[src/rtl/voice_sched.sv]
// Frame scheduler sharing one sine engine across NUM_VOICES voices.
// In: mclk, rst(n), pblrc, voice_*; eng_ack/eng_sample from engine.
// Out: eng_req/voice/freq/vol, mix_sample/mix_valid, overrun, timeout_err.
module voice_sched #(
   parameter int NUM_VOICES    = 4,
   parameter int FREQ_RES_BITS = 8,
   parameter int VOLUME_BITS   = 8,
   parameter int ACK_TIMEOUT   = 32
) (
   input  logic                                mclk,
   input  logic                                rst,
   input  logic                                pblrc,
   input  logic [NUM_VOICES*FREQ_RES_BITS-1:0] voice_freq,
   input  logic [NUM_VOICES*VOLUME_BITS-1:0]   voice_vol,
   input  logic [NUM_VOICES-1:0]               voice_en,
   output logic                                eng_req,
   output logic [2:0]                          eng_voice,
   output logic [FREQ_RES_BITS-1:0]            eng_freq,
   output logic [VOLUME_BITS-1:0]              eng_vol,
   input  logic                                eng_ack,
   input  logic [15:0]                         eng_sample,
   output logic [15:0]                         mix_sample,
   output logic                                mix_valid,
   output logic                                overrun,
   output logic                                timeout_err
);

   localparam int ACC_W = 16 + $clog2(NUM_VOICES);
   localparam int CNT_W = $clog2(ACK_TIMEOUT + 1);
   localparam logic signed [ACC_W-1:0] MAXV = ACC_W'(32767);
   localparam logic signed [ACC_W-1:0] MINV = ACC_W'(-32768);

   typedef enum logic [1:0] {IDLE, SCAN, REQ, DONE} state_e;

   state_e state_q, state_d;
   logic [3:0] idx_q, idx_d;
   logic [CNT_W-1:0] cnt_q, cnt_d;
   logic signed [ACC_W-1:0] acc_q, acc_d;
   logic [15:0] mix_q, mix_d;
   logic ovr_q, ovr_d;
   logic tmo_q, tmo_d;
   logic pb_meta_q, pb_sync_q, pb_prev_q, start_q;
   logic [NUM_VOICES*FREQ_RES_BITS-1:0] snap_freq_q;
   logic [NUM_VOICES*VOLUME_BITS-1:0] snap_vol_q;
   logic [NUM_VOICES-1:0] snap_en_q;

   logic snap_ld;
   logic cur_en;
   logic [FREQ_RES_BITS-1:0] cur_freq;
   logic [VOLUME_BITS-1:0] cur_vol;
   logic signed [ACC_W-1:0] samp_ext;
   logic [15:0] sat;

   // start is the registered edge, so a frame begins 3 mclk after the rise
   always_ff @(posedge mclk or negedge rst) begin
      if (!rst) begin
         pb_meta_q <= 1'b0;
         pb_sync_q <= 1'b0;
         pb_prev_q <= 1'b0;
         start_q   <= 1'b0;
      end else begin
         pb_meta_q <= pblrc;
         pb_sync_q <= pb_meta_q;
         pb_prev_q <= pb_sync_q;
         start_q   <= pb_sync_q & ~pb_prev_q;
      end
   end

   always_comb begin
      cur_en   = 1'b0;
      cur_freq = '0;
      cur_vol  = '0;
      for (int v = 0; v < NUM_VOICES; v++) begin
         if (idx_q == 4'(v)) begin
            cur_en   = snap_en_q[v];
            cur_freq = snap_freq_q[v*FREQ_RES_BITS +: FREQ_RES_BITS];
            cur_vol  = snap_vol_q[v*VOLUME_BITS +: VOLUME_BITS];
         end
      end
   end

   assign samp_ext = ACC_W'($signed(eng_sample));

   always_comb begin
      if (acc_q > MAXV)      sat = 16'h7fff;
      else if (acc_q < MINV) sat = 16'h8000;
      else                   sat = acc_q[15:0];
   end

   always_comb begin
      state_d = state_q;
      idx_d   = idx_q;
      cnt_d   = cnt_q;
      acc_d   = acc_q;
      mix_d   = mix_q;
      tmo_d   = tmo_q;
      ovr_d   = ovr_q;
      snap_ld = 1'b0;
      // any start outside IDLE (including DONE) is dropped
      if (start_q && state_q != IDLE) ovr_d = 1'b1;
      unique case (state_q)
         IDLE: begin
            if (start_q) begin
               snap_ld = 1'b1;
               acc_d   = '0;
               idx_d   = '0;
               state_d = SCAN;
            end
         end
         SCAN: begin
            if (idx_q == 4'(NUM_VOICES)) begin
               state_d = DONE;
            end else if (!cur_en) begin
               idx_d = idx_q + 4'd1;
            end else begin
               cnt_d   = '0;
               state_d = REQ;
            end
         end
         REQ: begin
            cnt_d = cnt_q + 1'b1;
            if (eng_ack) begin
               acc_d   = acc_q + samp_ext;
               idx_d   = idx_q + 4'd1;
               state_d = SCAN;
            end else if (cnt_q == CNT_W'(ACK_TIMEOUT - 1)) begin
               tmo_d   = 1'b1;
               idx_d   = idx_q + 4'd1;
               state_d = SCAN;
            end
         end
         DONE: begin
            mix_d   = sat;
            state_d = IDLE;
         end
         default: state_d = IDLE;
      endcase
   end

   always_ff @(posedge mclk or negedge rst) begin
      if (!rst) begin
         state_q     <= IDLE;
         idx_q       <= '0;
         cnt_q       <= '0;
         acc_q       <= '0;
         mix_q       <= '0;
         tmo_q       <= 1'b0;
         ovr_q       <= 1'b0;
         snap_freq_q <= '0;
         snap_vol_q  <= '0;
         snap_en_q   <= '0;
      end else begin
         state_q <= state_d;
         idx_q   <= idx_d;
         cnt_q   <= cnt_d;
         acc_q   <= acc_d;
         mix_q   <= mix_d;
         tmo_q   <= tmo_d;
         ovr_q   <= ovr_d;
         if (snap_ld) begin
            snap_freq_q <= voice_freq;
            snap_vol_q  <= voice_vol;
            snap_en_q   <= voice_en;
         end
      end
   end

   // engine outputs are held at 0 outside REQ
   assign eng_req     = (state_q == REQ);
   assign eng_voice   = eng_req ? idx_q[2:0] : 3'd0;
   assign eng_freq    = eng_req ? cur_freq : '0;
   assign eng_vol     = eng_req ? cur_vol : '0;
   assign mix_valid   = (state_q == DONE);
   assign mix_sample  = mix_valid ? sat : mix_q;
   assign overrun     = ovr_q;
   assign timeout_err = tmo_q;

endmodule

[config.mk]
export PLATFORM = sky130hd
export DESIGN_NAME = voice_sched
export DESIGN_NICKNAME = d
export VERILOG_FILES = /design/src/rtl/voice_sched.sv
export SDC_FILE = /design/constraint.sdc
export NUM_CORES = 1
export LEC_CHECK = 0
export ABC_AREA = 1
export CAP_MARGIN = 15
export CORE_MARGIN = 2
export CORE_UTILIZATION = 56
export CTS_CLUSTER_DIAMETER = 60
export CTS_CLUSTER_SIZE = 25
export DETAILED_ROUTE_END_ITERATION = 7
export PLACE_DENSITY = 0.85
export SLEW_MARGIN = 20
export SYNTH_ARGS = -nofsm -noshare
export SYNTH_HDL_FRONTEND = slang
export SYNTH_SLANG_ARGS = --single-unit
[constraint.sdc]
create_clock -name mclk -period 2.9 [get_ports mclk]
set_input_delay 0.58 -clock mclk [delete_from_list [all_inputs] [get_ports mclk]]
set_output_delay 0.58 -clock mclk [all_outputs]
set_load 0.01 [all_outputs]
Word level (Yosys, flattened, before mapping)

Cells that the tools add are included.

$lt $le $gt $ge: 2
Multiplexer cells: 38
Equality and inequality tests: 15
Reductions and logical operators: 12
Div/mod/pow operators: 0
Shifts and indexed selects: 0
Multipliers: 0
Bitwise logic cells: 3
Add/sub/neg operators: 3

Operators with widths:

| kind                                                  | count |
|---|---|
| two-way mux 8 bit                                     | 10 |
| two-way mux 16 bit                                    | 3 |
| two-way mux 18 bit                                    | 2 |
| one-hot mux 18 bit (2 select lines)                   | 1 |
| two-way mux 4 bit                                     | 5 |
| adder 18 x 16 -> 18 bit                               | 1 |
| > comparator 18 x 16 -> 1 bit (second input constant) | 1 |
| < comparator 18 x 16 -> 1 bit (second input constant) | 1 |
| two-way mux 6 bit                                     | 2 |
| one-hot mux 4 bit (3 select lines)                    | 1 |
| one-hot mux 6 bit (2 select lines)                    | 1 |
| AND reduction 3 bit                                   | 4 |
| two-way mux 2 bit                                     | 5 |
| == test 4 x 2 -> 1 bit (second input constant)        | 2 |
| != test 2 bit (second input constant)                 | 4 |
| one-hot mux 2 bit (4 select lines)                    | 1 |
| adder 6 x 1 -> 6 bit (second input constant)          | 1 |
| == test 6 x 5 -> 1 bit (second input constant)        | 1 |
| two-way mux 1 bit                                     | 6 |
| nonzero test 2 bit                                    | 3 |
| AND reduction 5 bit                                   | 1 |
| adder 4 x 1 -> 4 bit (second input constant)          | 1 |
| == test 2 bit (second input constant)                 | 2 |
| == test 4 x 1 -> 1 bit (second input constant)        | 1 |
| other kinds (12)                                      | 13 |

ROM bits: 0
Latch bits: 0
Register bits: 120
Bits in writable memories: 0
Memories kept: 0
Word-level logic and storage cells: 87

Depth between registers and ports, before layout

Depth after elaboration: 8
Depth in mapped cells: 14

Least setup slack after synthesis

OpenSTA, ideal clock, no wires.

Path type: register -> output
Start: register idx_q[1]
End: output eng_freq[4]
Required time: 2320 ps
Slack: 612 ps
Path buffers: 2
Cell stages (with the launch flop): 10
Data arrival time: 1708 ps
Cells stage by stage: dfrtp_1 inv_1 ha_1 buf_2 nor2_4 buf_1 nand3_1 nand3_1 o21ai_0 a21oi_1

Word-level cells in the longest chain between the ends: 6
Elaborated cells on any way between the ends: 9
Classes of those cells: eq/ne: 3; mux: 5; reduce/logical: 1

Ends and longest elaborated chain:

| what                           | RTL line | source |
|---|---|---|
| start: declaration             | 36       | `logic [3:0] idx_q, idx_d;` |
| start signal: assignment       | 154      | `idx_q <= idx_d;` |
| logical NOT 4 bit              | 74       | `if (idx_q == 4'(v)) begin` |
| two-way mux 8 bit (3 in a row) | 74       |  |
| two-way mux 8 bit *            | 74       |  |
| two-way mux 8 bit *            | 171      | `assign eng_freq = eng_req ? cur_freq : '0;` |
| end: declaration               | 18       | `output logic [FREQ_RES_BITS-1:0] eng_freq,` |

Every way passes the cells marked *; elsewhere a longest branch is shown, timed or not.

Worst setup path in the final report

Start: register idx_q[1]
End: output eng_vol[5]

Word-level cells in the longest chain between the ends: 6
Elaborated cells on any way between the ends: 9
Classes of those cells: eq/ne: 3; mux: 5; reduce/logical: 1

Ends and longest elaborated chain:

| what                           | RTL line | source |
|---|---|---|
| logical NOT 4 bit              | 74       |  |
| two-way mux 8 bit (3 in a row) | 74       |  |
| two-way mux 8 bit *            | 74       |  |
| two-way mux 8 bit *            | 172      | `assign eng_vol = eng_req ? cur_vol : '0;` |
| end: declaration               | 19       | `output logic [VOLUME_BITS-1:0] eng_vol,` |

Marked as above.

==> impl_results.md <==
* Status: complete, no violations
* Via count at between 5000 and 6000
* Final TNS setup at 0 ps
* Synth Cell Area at 6420 um2
* Crit. End Element: output port
* Post-layout util at 0.759
* Initial antenna violation count at 0
* EDFF count, synth at 0
* Peak supply drop at 0.000874 V
* Largest net degree at the start of global routing at 70
* Critical path class: reg2out
* CP arrival at 2260 ps
* Hold-fix buffers at CTS at 0
* Power density cells at 1040 nW/um2
* ANT cells at 0
* Maximum root-to-sink buffer count at 2
* Placed Instance Area at about 7900 um2
* CP Launch Type: register
* DP HPWL at 12200 um
* Min Hold Slack at 157 ps
* Worst-skew pair later-pin latency at 420 ps
* Most common cell after layout, fill and taps aside: nand2_1
* Total grt overflow at 0
* GRT Overall Usage at 0.308
* Synth Register Bits at between 100 and 150
* Commonest cells after routing, fill and taps aside: nand2_1 (119), dfrtp_1 (117), clkdlybuf4s50_1 (109), nand3_1 (76), mux2_2 (69)
* First-pass GRT wire length at 29700 um
* Yosys Warn Count at 0
* Share of layout cells above drive strength 1 at 0.205
* Clock Skew at 9.15 ps
* Synth Instances at 696
* Primary FF master, synth: dfrtp_1
* Max Slew Vio Count at 0
* Gpl congestion at 0.893
* Slew headroom at 0.564
* Max-cap violation count at 0
* Root Buffer: clkbuf_16
* Detailed-router iteration count before antenna repair at 5
* Async set-reset flop share out of synthesis at 1.00
* Worst-path clk slew at 50 ps
* CTS tree: yes
* Syn avg cell area at slightly above 9 um2
* Detailed Route WL at 18800 um
* Core box area at between 10000 and 15000 um2
* Yosys cell types at 37
* Hold crit path type: in2async
* # port buffers at 126
* Tmin final at between 2000 and 3000 ps
* Mapped Nets at 811
* Setup-failing EPs final at 0
* Seq/Total Area, Yosys at 0.467
* Placement Rows at 39
* Critical Path Fanout Max at 7
* Die area at around 12000 um2
* Leak pwr at between 3 and 4 nW
* Number of CTS-inserted buffers at 17
* CP Data Required Time at roughly 2300 ps
* Clk sinks at 120
* Die width at 111 um
* Critical Path Start: idx_q[1]
* RR Startpoint: acc_q[3]
* Area growth syn-to-layout at 33.8%
* Vias in the first global route at about 6000
* Final hold vios at 0
* Drt drc at 0
* WL/cell at 19.0 um
* # H-tree levels at 4
* Fin area at roughly 8600 um2
* Starting Density at 0.568
* Boundary pin count at 127
* First-iteration detailed-routing DRC count at 578
* Vias per Instance at between 5 and 6
* Die Span Y at approximately 110 um
* Total Power at 8.90 mW
* Routed Antenna Nets at 0
* Worst-Margin Slew at ~650 ps
* # nets final at 950
* RSZ-0062 raised after global routing: yes
* Max Fclk at 352 MHz
* Final period utilization at 0.980
[what timing repair did]
item	CTS	global route
hold endpoints to repair	0	0
endpoints found under the setup margin	30	23
cloned	0	1
pin swaps	3	8
resized for setup	22	26
buffers inserted	8	1
[kinds of logic (layout without fill, tap and decap cells)]
family / Yosys count / after routing / share of synthesized area
AOI/OAI and AO/OA: 122 / 122 / 0.105
xor gates and xnor gates: 3 / 3 / 0.00409
adders and majority gates: 27 / 27 / 0.0537
buffers and inverters: 81 / 232 / 0.0536
DFF: 120 / 120 / 0.467
muxes: 69 / 69 / 0.121
and+or+nand+nor: 274 / 275 / 0.195
[cell type report]
cell class	instances	area, um2
tap	143	179
timing repair buffer	148	1450
clock inverter	15	224
inverter	52	195
sequential	120	3010
clock buffer	17	425
fill	771	2730
multi-input combinational	496	3120
[per-layer routing]
metal	up-vias	wire [um]	track usage
li1	2655	-	-
met1	2803	7280	0.358
met2	258	9450	0.530
met3	75	1210	0.0793
met4	0	878	0.154
met5	-	0	0
[metrics by stage]
stage,cells,setup WS (ps)
after floorplan,696,612
after global placement,949,85.2
after detailed placement,949,21.0
after CTS,989,-260
after global routing,991,-16.8
final,991,58.4
[final timing paths]
check	endpoint	slack, ps	depth (start not counted)
min reg2reg	pb_sync_q	370	0
max in group asynchronous	mix_q[7]	1960	2
min	snap_vol_q[8]	160	1
max reg2reg	acc_q[15]	730	10
min in group mclk	pb_sync_q	370	0
max	eng_vol[5]	60	9
[worst max-delay path, cell delays in order, from the launching register on]
cell	delay, ps
dfrtp_2	420
inv_1	80
ha_2	210
nor2_4	180
buf_4	180
nand3_1	80
nand3_1	90
o21ai_0	110
a21oi_1	170
dlygate4sd2_1	300
[power by group]
group	total (mW)	switching [mW]	internal (mW)
Clock	2.33	0.805	1.52
Sequential	2.82	0.450	2.37
Combinational	3.75	2.10	1.65
Total	8.90	3.35	5.55
[synthesized netlist by cell type (4+ instances only)]
cell      number  area [um2]
o21ai_1        7        35.0
inv_1         49         184
dfrtp_1      120        3000
ha_1          26         325
buf_2         11        55.1
o21ai_0       49         245
mux2_2        69         777
nand3b_1       7        52.6
nor2_1        38         143
o22ai_1       15        93.8
clkbuf_1      11        41.3
nand2_1      121         454
or2_2          4        25.0
a21oi_1       38         190
nor2_4         4        45.0
o21ai_2        4        35.0
nand3_1       76         380
nand2_2       14        87.6
[sequential cells by signal, summed over array words and instances (netlist names), 2 cells and up]
name and cells:
snap_vol_q 32, mix_q 16, cnt_q 6, snap_freq_q 32, state_q 2, idx_q 4, acc_q 18, snap_en_q 4
Note: power is estimated with default switching activity, not from simulation.
